===== src/rtl/fanout_valid_broadcast.sv =====
`default_nettype none
// ============================================================================
// Module      : fanout_valid_broadcast
// Description : Producer side of a routed fanout. One valid/ready upstream
//               token is registered and broadcast to up to NUM_OUT consumers.
//               A consumer participates only when both its config enable and
//               its route-select bit are set. Each participant accepts
//               independently (eager fork). The token retires in the cycle
//               its last pending participant accepts. A new token may load in
//               that same cycle.
// Ports       :
//   clk         in   1        clock, all state on rising edge
//   reset       in   1        synchronous, active-high reset
//   en          in   NUM_OUT  per-destination config enable (static)
//   sel         in   NUM_OUT  per-destination route select (static)
//   in_data     in   DATA_W   upstream token
//   in_valid    in   1        upstream valid
//   in_ready    out  1        upstream ready
//   out_data    out  DATA_W   broadcast token shared by all destinations
//   out_valid   out  NUM_OUT  per-destination valid
//   out_ready   in   NUM_OUT  per-destination ready
//   busy        out  1        holding a token with a pending destination
//   retire_cnt  out  CNT_W    fully retired tokens, wraps modulo 2^CNT_W
// Revision    : 1.0 - initial release
// ============================================================================
module fanout_valid_broadcast #(
    parameter int NUM_OUT = 9,
    parameter int DATA_W  = 17,
    parameter int CNT_W   = 16
) (
    input  logic                clk,
    input  logic                reset,
    input  logic [NUM_OUT-1:0]  en,
    input  logic [NUM_OUT-1:0]  sel,
    input  logic [DATA_W-1:0]   in_data,
    input  logic                in_valid,
    output logic                in_ready,
    output logic [DATA_W-1:0]   out_data,
    output logic [NUM_OUT-1:0]  out_valid,
    input  logic [NUM_OUT-1:0]  out_ready,
    output logic                busy,
    output logic [CNT_W-1:0]    retire_cnt
);

    localparam logic [CNT_W-1:0] c_cnt_one = CNT_W'(1);

    // Registered token state
    logic                r_full;
    logic [NUM_OUT-1:0]  r_pend;
    logic [DATA_W-1:0]   r_data;
    logic [CNT_W-1:0]    r_retire_cnt;

    // Combinational control
    logic [NUM_OUT-1:0]  w_active;
    logic [NUM_OUT-1:0]  w_still_pending;
    logic                w_last;
    logic                w_in_ready;
    logic                w_capture;

    // Route mask for a token captured this cycle.
    assign w_active = en & sel;

    // Destinations that remain pending after this cycle's handshakes.
    assign w_still_pending = r_pend & ~out_ready;

    // Every still-pending destination accepts in this cycle.
    assign w_last = r_full & (w_still_pending == '0);

    // Combinational path from out_ready keeps one token per cycle when all
    // participants are ready.
    assign w_in_ready = ~reset & (~r_full | w_last);
    assign w_capture  = in_valid & w_in_ready;

    always_ff @(posedge clk) begin
        if (reset) begin
            r_full       <= 1'b0;
            r_pend       <= '0;
            r_data       <= '0;
            r_retire_cnt <= '0;
        end else begin
            if (w_capture) begin
                // A token with no participants is accepted and dropped:
                // r_full stays low because the route mask is empty.
                r_data <= in_data;
                r_pend <= w_active;
                r_full <= |w_active;
            end else if (w_last) begin
                r_full <= 1'b0;
                r_pend <= '0;
            end else if (r_full) begin
                // Accepted destinations drop out so each sees the token once.
                r_pend <= w_still_pending;
            end

            if (w_last) begin
                r_retire_cnt <= r_retire_cnt + c_cnt_one;
            end
        end
    end

    assign in_ready   = w_in_ready;
    assign out_data   = r_data;
    assign out_valid  = {NUM_OUT{r_full}} & r_pend;
    assign busy       = r_full;
    assign retire_cnt = r_retire_cnt;

endmodule
`default_nettype wire


===== config.mk =====
export PLATFORM = sky130hd
export DESIGN_NAME = fanout_valid_broadcast
export DESIGN_NICKNAME = d
export VERILOG_FILES = /design/src/rtl/fanout_valid_broadcast.sv
export SDC_FILE = /design/constraint.sdc
export NUM_CORES = 1
export LEC_CHECK = 0
export CAP_MARGIN = 15
export CORE_ASPECT_RATIO = 0.7
export CORE_UTILIZATION = 38
export CTS_BUF_LIST = sky130_fd_sc_hd__clkbuf_2 sky130_fd_sc_hd__clkbuf_4 sky130_fd_sc_hd__clkbuf_8
export DETAILED_ROUTE_END_ITERATION = 16
export GPL_ROUTABILITY_DRIVEN = 1
export PLACE_DENSITY = 0.85
export SLEW_MARGIN = 10
export SYNTH_ARGS = -nofsm -noshare
export SYNTH_HDL_FRONTEND = slang
export SYNTH_SLANG_ARGS = --single-unit

===== constraint.sdc =====
create_clock -name clk -period 1.85 [get_ports clk]
set_input_delay 0.185 -clock clk [delete_from_list [all_inputs] [get_ports clk]]
set_output_delay 0.185 -clock clk [all_outputs]
set_load 0.01 [all_outputs]

-- Word level (Yosys, flattened, before mapping)
Cells that the tools add are included.
- register bits: 43
- logic and storage cells: 24
- add/subtract/negate cells: 1
- muxes and demuxes: 5
- bitwise operators: 10
- reductions and logical operators: 4
- operators by type and width (cell ; count):
    9-bit AND ; 3
    9-bit 2-to-1 mux ; 3
    16-bit by 1-bit adder with 16-bit output, second input constant ; 1
    9-bit zero test ; 1
    9-bit inverter ; 1
    9-bit OR reduction ; 1
    1-bit AND ; 3
    3-bit nonzero test ; 1
    1-bit 2-to-1 mux ; 2
    1-bit inverter ; 2
    2-bit nonzero test ; 1
    1-bit OR ; 1

-- Depth between registers and ports, before layout
- depth after elaboration: 8
- depth in mapped cells: 7
- mapped depth without buffers: 5

-- Worst setup path before layout
OpenSTA, ideal clock, no wires.
- path type: register -> register
- start: reg r_pend[0]
- end: reg r_retire_cnt[10], in the netlist retire_cnt[10]
- setup time: 0.070 ns
- arrival time: 1.688 ns
- data required time: 1.780 ns
- path slack: 0.092 ns
- cell stages (with the launch flop): 6
- path buffers: 1
- period minus slack after synthesis: 1.758 ns
- cells stage by stage: dfxtp_1 a222oi_1 nand4_1 clkbuf_2 or3_1 a21oi_1
- cells in the longest elaborated chain, start to end: 3
- RTL lines (element ; line ; source):
    start: declaration ; 49 ; logic [NUM_OUT-1:0] r_pend;
    start signal: assignment ; 85 ; r_pend <= w_active;
    start signal: assignment ; 92 ; r_pend <= w_still_pending;
    9-bit AND ; 64 ; assign w_still_pending = r_pend & ~out_ready;
    9-bit zero test ; 67 ; assign w_last = r_full & (w_still_pending == '0);
    1-bit AND ; 67 ;
    end signal: assignment ; 96 ; r_retire_cnt <= r_retire_cnt + c_cnt_one;
    end: declaration ; 51 ; logic [CNT_W-1:0] r_retire_cnt;
No other way between the ends.
A chain may end at the register's enable or synchronous reset.

-- Worst setup path after layout
- start: in out_ready[2]
- end: reg r_retire_cnt[14], in the netlist retire_cnt[14]
- cells in the longest elaborated chain, start to end: 4
- RTL lines (element ; line ; source):
    start: declaration ; 40 ; input logic [NUM_OUT-1:0] out_ready,
    9-bit inverter ; 64 ;
    9-bit AND ; 64 ;
    9-bit zero test ; 67 ;
    1-bit AND ; 67 ;
No other way between the ends.

==> reports/metrics.sh <==
SYNTH_COMMONEST_CELLS='43 x sky130_fd_sc_hd__dfxtp_1, 41 x sky130_fd_sc_hd__nand2_1, 39 x sky130_fd_sc_hd__a21oi_1'
TOTALWIRELENGTH_MM=6.91
MAX-CAP-VIOLATIONS=0
VIOLATIONS_IN_THE_FINAL_REPORTS='setup timing'
DESIGN.DIE.AREA_UM2=5330
CP_MAX_FO=5
FIRST_GLOBAL_VIAS=1921
NUMBER_OF_ROWS_IN_THE_CORE_AREA=21
PORTBUFFERS=90
NET_COUNT_OF_THE_MAPPED_NETLIST=288
GRTUSAGETOTAL_PCT=22.4
P_LEAK_nW=1.26
DRT-WIRELENGTH-PER-CELL_UM=16.2
MAXIMUM_RESISTIVE_DROP_ON_VDD_mV=0.435
SYNTH.DISTINCT_CELLS=32
MULTI_INPUT_AREA_UM2=1070
DETAIL_ROUTE.DRC_VIOLATIONS=0
AREA.SEQUENTIAL_UM2=866
NUMBER_OF_INSTANCES_IN_THE_SYNTHESIZED_NETLIST=240
RSZ0062_AT_GRT='yes'
CLOCK_SLEW_AT_REPORTED_PATH_FFS_NS=0.10
TIGHTEST_SLEW_NS=0.469
FMAX_MHz=518
START_UTIL_PCT=39.8
ASYNC_FLOP_SHARE_PCT=0
FLOORPLAN.CORE_AREA_UM2=4810
DRT_ITER0_DRC=213
FINAL_WORST_PATH_SETUP_SLACK_NS=-0.0810
MOST_FREQUENT_CELL_AFTER_SYNTHESIS='sky130_fd_sc_hd__dfxtp_1'
HP-CLASS='input pin to flip-flop'
FIN_WORST_SKEW_NS=0.0157
FINALSETUPVIOLATIONS=13
DIODES=0
POST_SYNTH.CELL_AREA_AVG_UM2=7.97
POWER.DENSITY_CELL_AREA_nW_PER_UM2=663
CTS.ROOT.BUFFER_CELL='sky130_fd_sc_hd__clkbuf_8'
MIN_PERIOD_OVER_PERIOD_PCT=104
CLKSINKCOUNT=43
LARGEST_NET_DEGREE_AT_THE_START_OF_GLOBAL_ROUTING=45
NUM-NETS-FINAL=406
SYNTH.LARGEST_AREA_CELL='sky130_fd_sc_hd__dfxtp_1'
NUM_IO_PINS=91
DIE_WIDTH_UM=86.8
MAX-CLOCK-PATH-BUFFERS=2
REPORT.FINAL.HOLD_VIOL_COUNT=0
CP_LAUNCH_TYPE='input pin'
WORST-ENDPOINT-REQUIRED_NS=2.03
VIA_COUNT=2273
SEQUENTIAL_ELEMENT_SHARE_OF_THE_SYNTHESIZED_AREA_PCT=45.0
TRITONCTS.NUM_BUFFERS=5
HPWLAFTERDP_MM=4.20
POST-SYNTH-TOP-AREA-FRACTION_PCT=45.0
ANTENNA_VIOLATING_NETS_POST_ROUTE=0
YS_DOMINANT_REG_CELL='sky130_fd_sc_hd__dfxtp_1'
DETAILED_ROUTING_ITERATIONS_PASS_1=5
VERTICAL_DIE_DIMENSION_UM=61.4
CLOCK_LATENCY_NS=0.31
POST-ROUTE-MIN-PERIOD_NS=1.93
SLEW_HEADROOM_PCT=68.8
SYN-CELL-AREA_UM2=1910
YS_WARN_COUNT=0
VIA_PER_INST=5.31
DP_WORST_SETUP_SLACK_NS=-0.401
FINAL_AREA_UM2=3390
ANTENNA_FOUND_INITIAL=0
YS_SEQ_ELEMENTS=43
LARGEST_CELLS_BY_AREA_AFTER_SYNTHESIS='sky130_fd_sc_hd__dfxtp_1 45%, sky130_fd_sc_hd__a21oi_1 10%, sky130_fd_sc_hd__nand2_1 8.0%'
CTSHTREEMAXLEVEL=2
FINAL_MAX_SLEW_VIOL_COUNT=0
CRIT_PATH_END_KIND='flip-flop'
GRT_PASS1_WL_MM=9.03
CLOCK_TREE_FROM_TRITONCTS='done'
SYN2LAYOUT_AREA_GROWTH_PCT=77.4
GLOBAL_ROUTE_CONGESTION_OVERFLOW_TOTAL=0
HOLD_SLACK_NS=0.293
SYNTH-EDFF-COUNT=0
RUN_STATUS='complete, but fails checks'
DPL-INSTANCE-AREA_UM2=3020
PLACE_CONGESTION=0.833
DRIVE_ABOVE_1_SHARE_PCT=19.5
CRIT_ARRIVAL_NS=2.11
CRITICALPATHCATEGORY='input pin to flip-flop'
FILLERS=368
==> metrics by stage <==
stage	util, %	cells	setup TNS, ns	power, W
after floorplan	-	240	0	0.00121
after global placement	62.7	406	-8.43	0.00149
after detailed placement	62.7	406	-9.67	0.00150
after CTS	65.8	419	0	0.00214
after global routing	70.6	428	-2.49	0.00233
final	70.6	428	-0.373	0.00225
==> repair_timing <==
| item | CTS | global route |
|---|---|---|
| setup buffers | 4 | 2 |
| endpoints found under the hold margin | 0 | 0 |
| setup endpoints to repair | 10 | 43 |
| cloned | 1 | 7 |
| pin swaps | 5 | 15 |
| hold buffers | 0 | 0 |
| resized for setup | 13 | 38 |
==> logic make-up (layout without fill, tap and decap cells) <==
logic type	count (synthesis)	after routing	synth area share [%]
AND/OR/NAND/NOR	101	101	25.6
multiplexers	2	2	1.11
adder cells (fa/ha/maj)	1	1	0.654
flip-flops	43	43	45.0
buffers and inverters	24	143	5.04
XOR/XNOR	2	2	0.916
AO/OA/AOI/OAI	67	67	21.7
==> report_power, final <==
part | internal (W) | switching [W]
combinational | 0.000339 | 0.000261
clock | 0.000270 | 0.000371
sequential | 0.000976 | 0.0000336
total | 0.00159 | 0.000666
==> path summary, 6_finish.rpt <==
path / depth (start not counted) / slack, ns / start / to
worst max-delay path: 9 / -0.08 / out_ready[2] / retire_cnt[14]
worst min-delay path: 4 / 0.29 / out_ready[5] / r_pend[5]
worst max register to register: 8 / -0.07 / r_pend[2] / retire_cnt[14]
worst min register to register: 2 / 0.46 / out_data[4] / out_data[4]
==> critical path, stage by stage <==
cell and delay, ns:
sky130_fd_sc_hd__clkdlybuf4s50_1 0.53, sky130_fd_sc_hd__nor2b_4 0.06, sky130_fd_sc_hd__a2111oi_4 0.34, sky130_fd_sc_hd__buf_4 0.18
sky130_fd_sc_hd__nand4_1 0.15, sky130_fd_sc_hd__buf_4 0.21, sky130_fd_sc_hd__buf_4 0.15, sky130_fd_sc_hd__o21ai_0 0.19
sky130_fd_sc_hd__a21oi_1 0.11
==> sequential cells by signal, summed over array words and instances, names as in the netlist <==
register,cells
r_pend,9
retire_cnt,16
busy,1
out_data,17
==> cell type report <==
| cell class | count | share of cell area [%] |
|---|---|---|
| clock inverters | 3 | 0.700 |
| clock buffers | 5 | 2.03 |
| flip-flops and latches | 43 | 25.5 |
| well taps | 69 | 2.54 |
| repair buffers | 126 | 36.8 |
| multi-input cells | 173 | 31.4 |
| inverters | 9 | 0.995 |
==> cell usage in the layout, fill, tap and decap left out, types with 2 or more instances in the layout <==
cell type	count
sky130_fd_sc_hd__and2_1	9
sky130_fd_sc_hd__a22oi_1	5
sky130_fd_sc_hd__nand3_1	8
sky130_fd_sc_hd__nand2_1	39
sky130_fd_sc_hd__buf_4	22
sky130_fd_sc_hd__a21oi_1	35
sky130_fd_sc_hd__nor2b_1	3
sky130_fd_sc_hd__nand3_2	2
sky130_fd_sc_hd__a32oi_1	5
sky130_fd_sc_hd__clkbuf_8	5
sky130_fd_sc_hd__nand4_1	8
sky130_fd_sc_hd__o21ai_0	8
sky130_fd_sc_hd__or3_4	3
sky130_fd_sc_hd__nand2_2	2
sky130_fd_sc_hd__buf_2	2
sky130_fd_sc_hd__nor2_1	12
sky130_fd_sc_hd__clkbuf_16	2
sky130_fd_sc_hd__a21oi_2	4
sky130_fd_sc_hd__dfxtp_1	39
sky130_fd_sc_hd__o21ai_1	3
sky130_fd_sc_hd__buf_6	10
sky130_fd_sc_hd__clkinvlp_4	2
sky130_fd_sc_hd__nor2b_4	2
sky130_fd_sc_hd__clkdlybuf4s50_1	87
sky130_fd_sc_hd__dfxtp_2	4
sky130_fd_sc_hd__a222oi_1	2
sky130_fd_sc_hd__or3_1	8
sky130_fd_sc_hd__inv_1	9
==> metal layers <==
metal | up-vias | track usage (%) | share of wire, %
li1 | 1091 | - | -
met1 | 1064 | 30.9 | 47
met2 | 108 | 34.2 | 45
met3 | 10 | 6.17 | 7.0
met4 | 0 | 7.14 | 1.0
met5 | - | 0 | 0
Note: power is estimated with default switching activity, not from simulation.
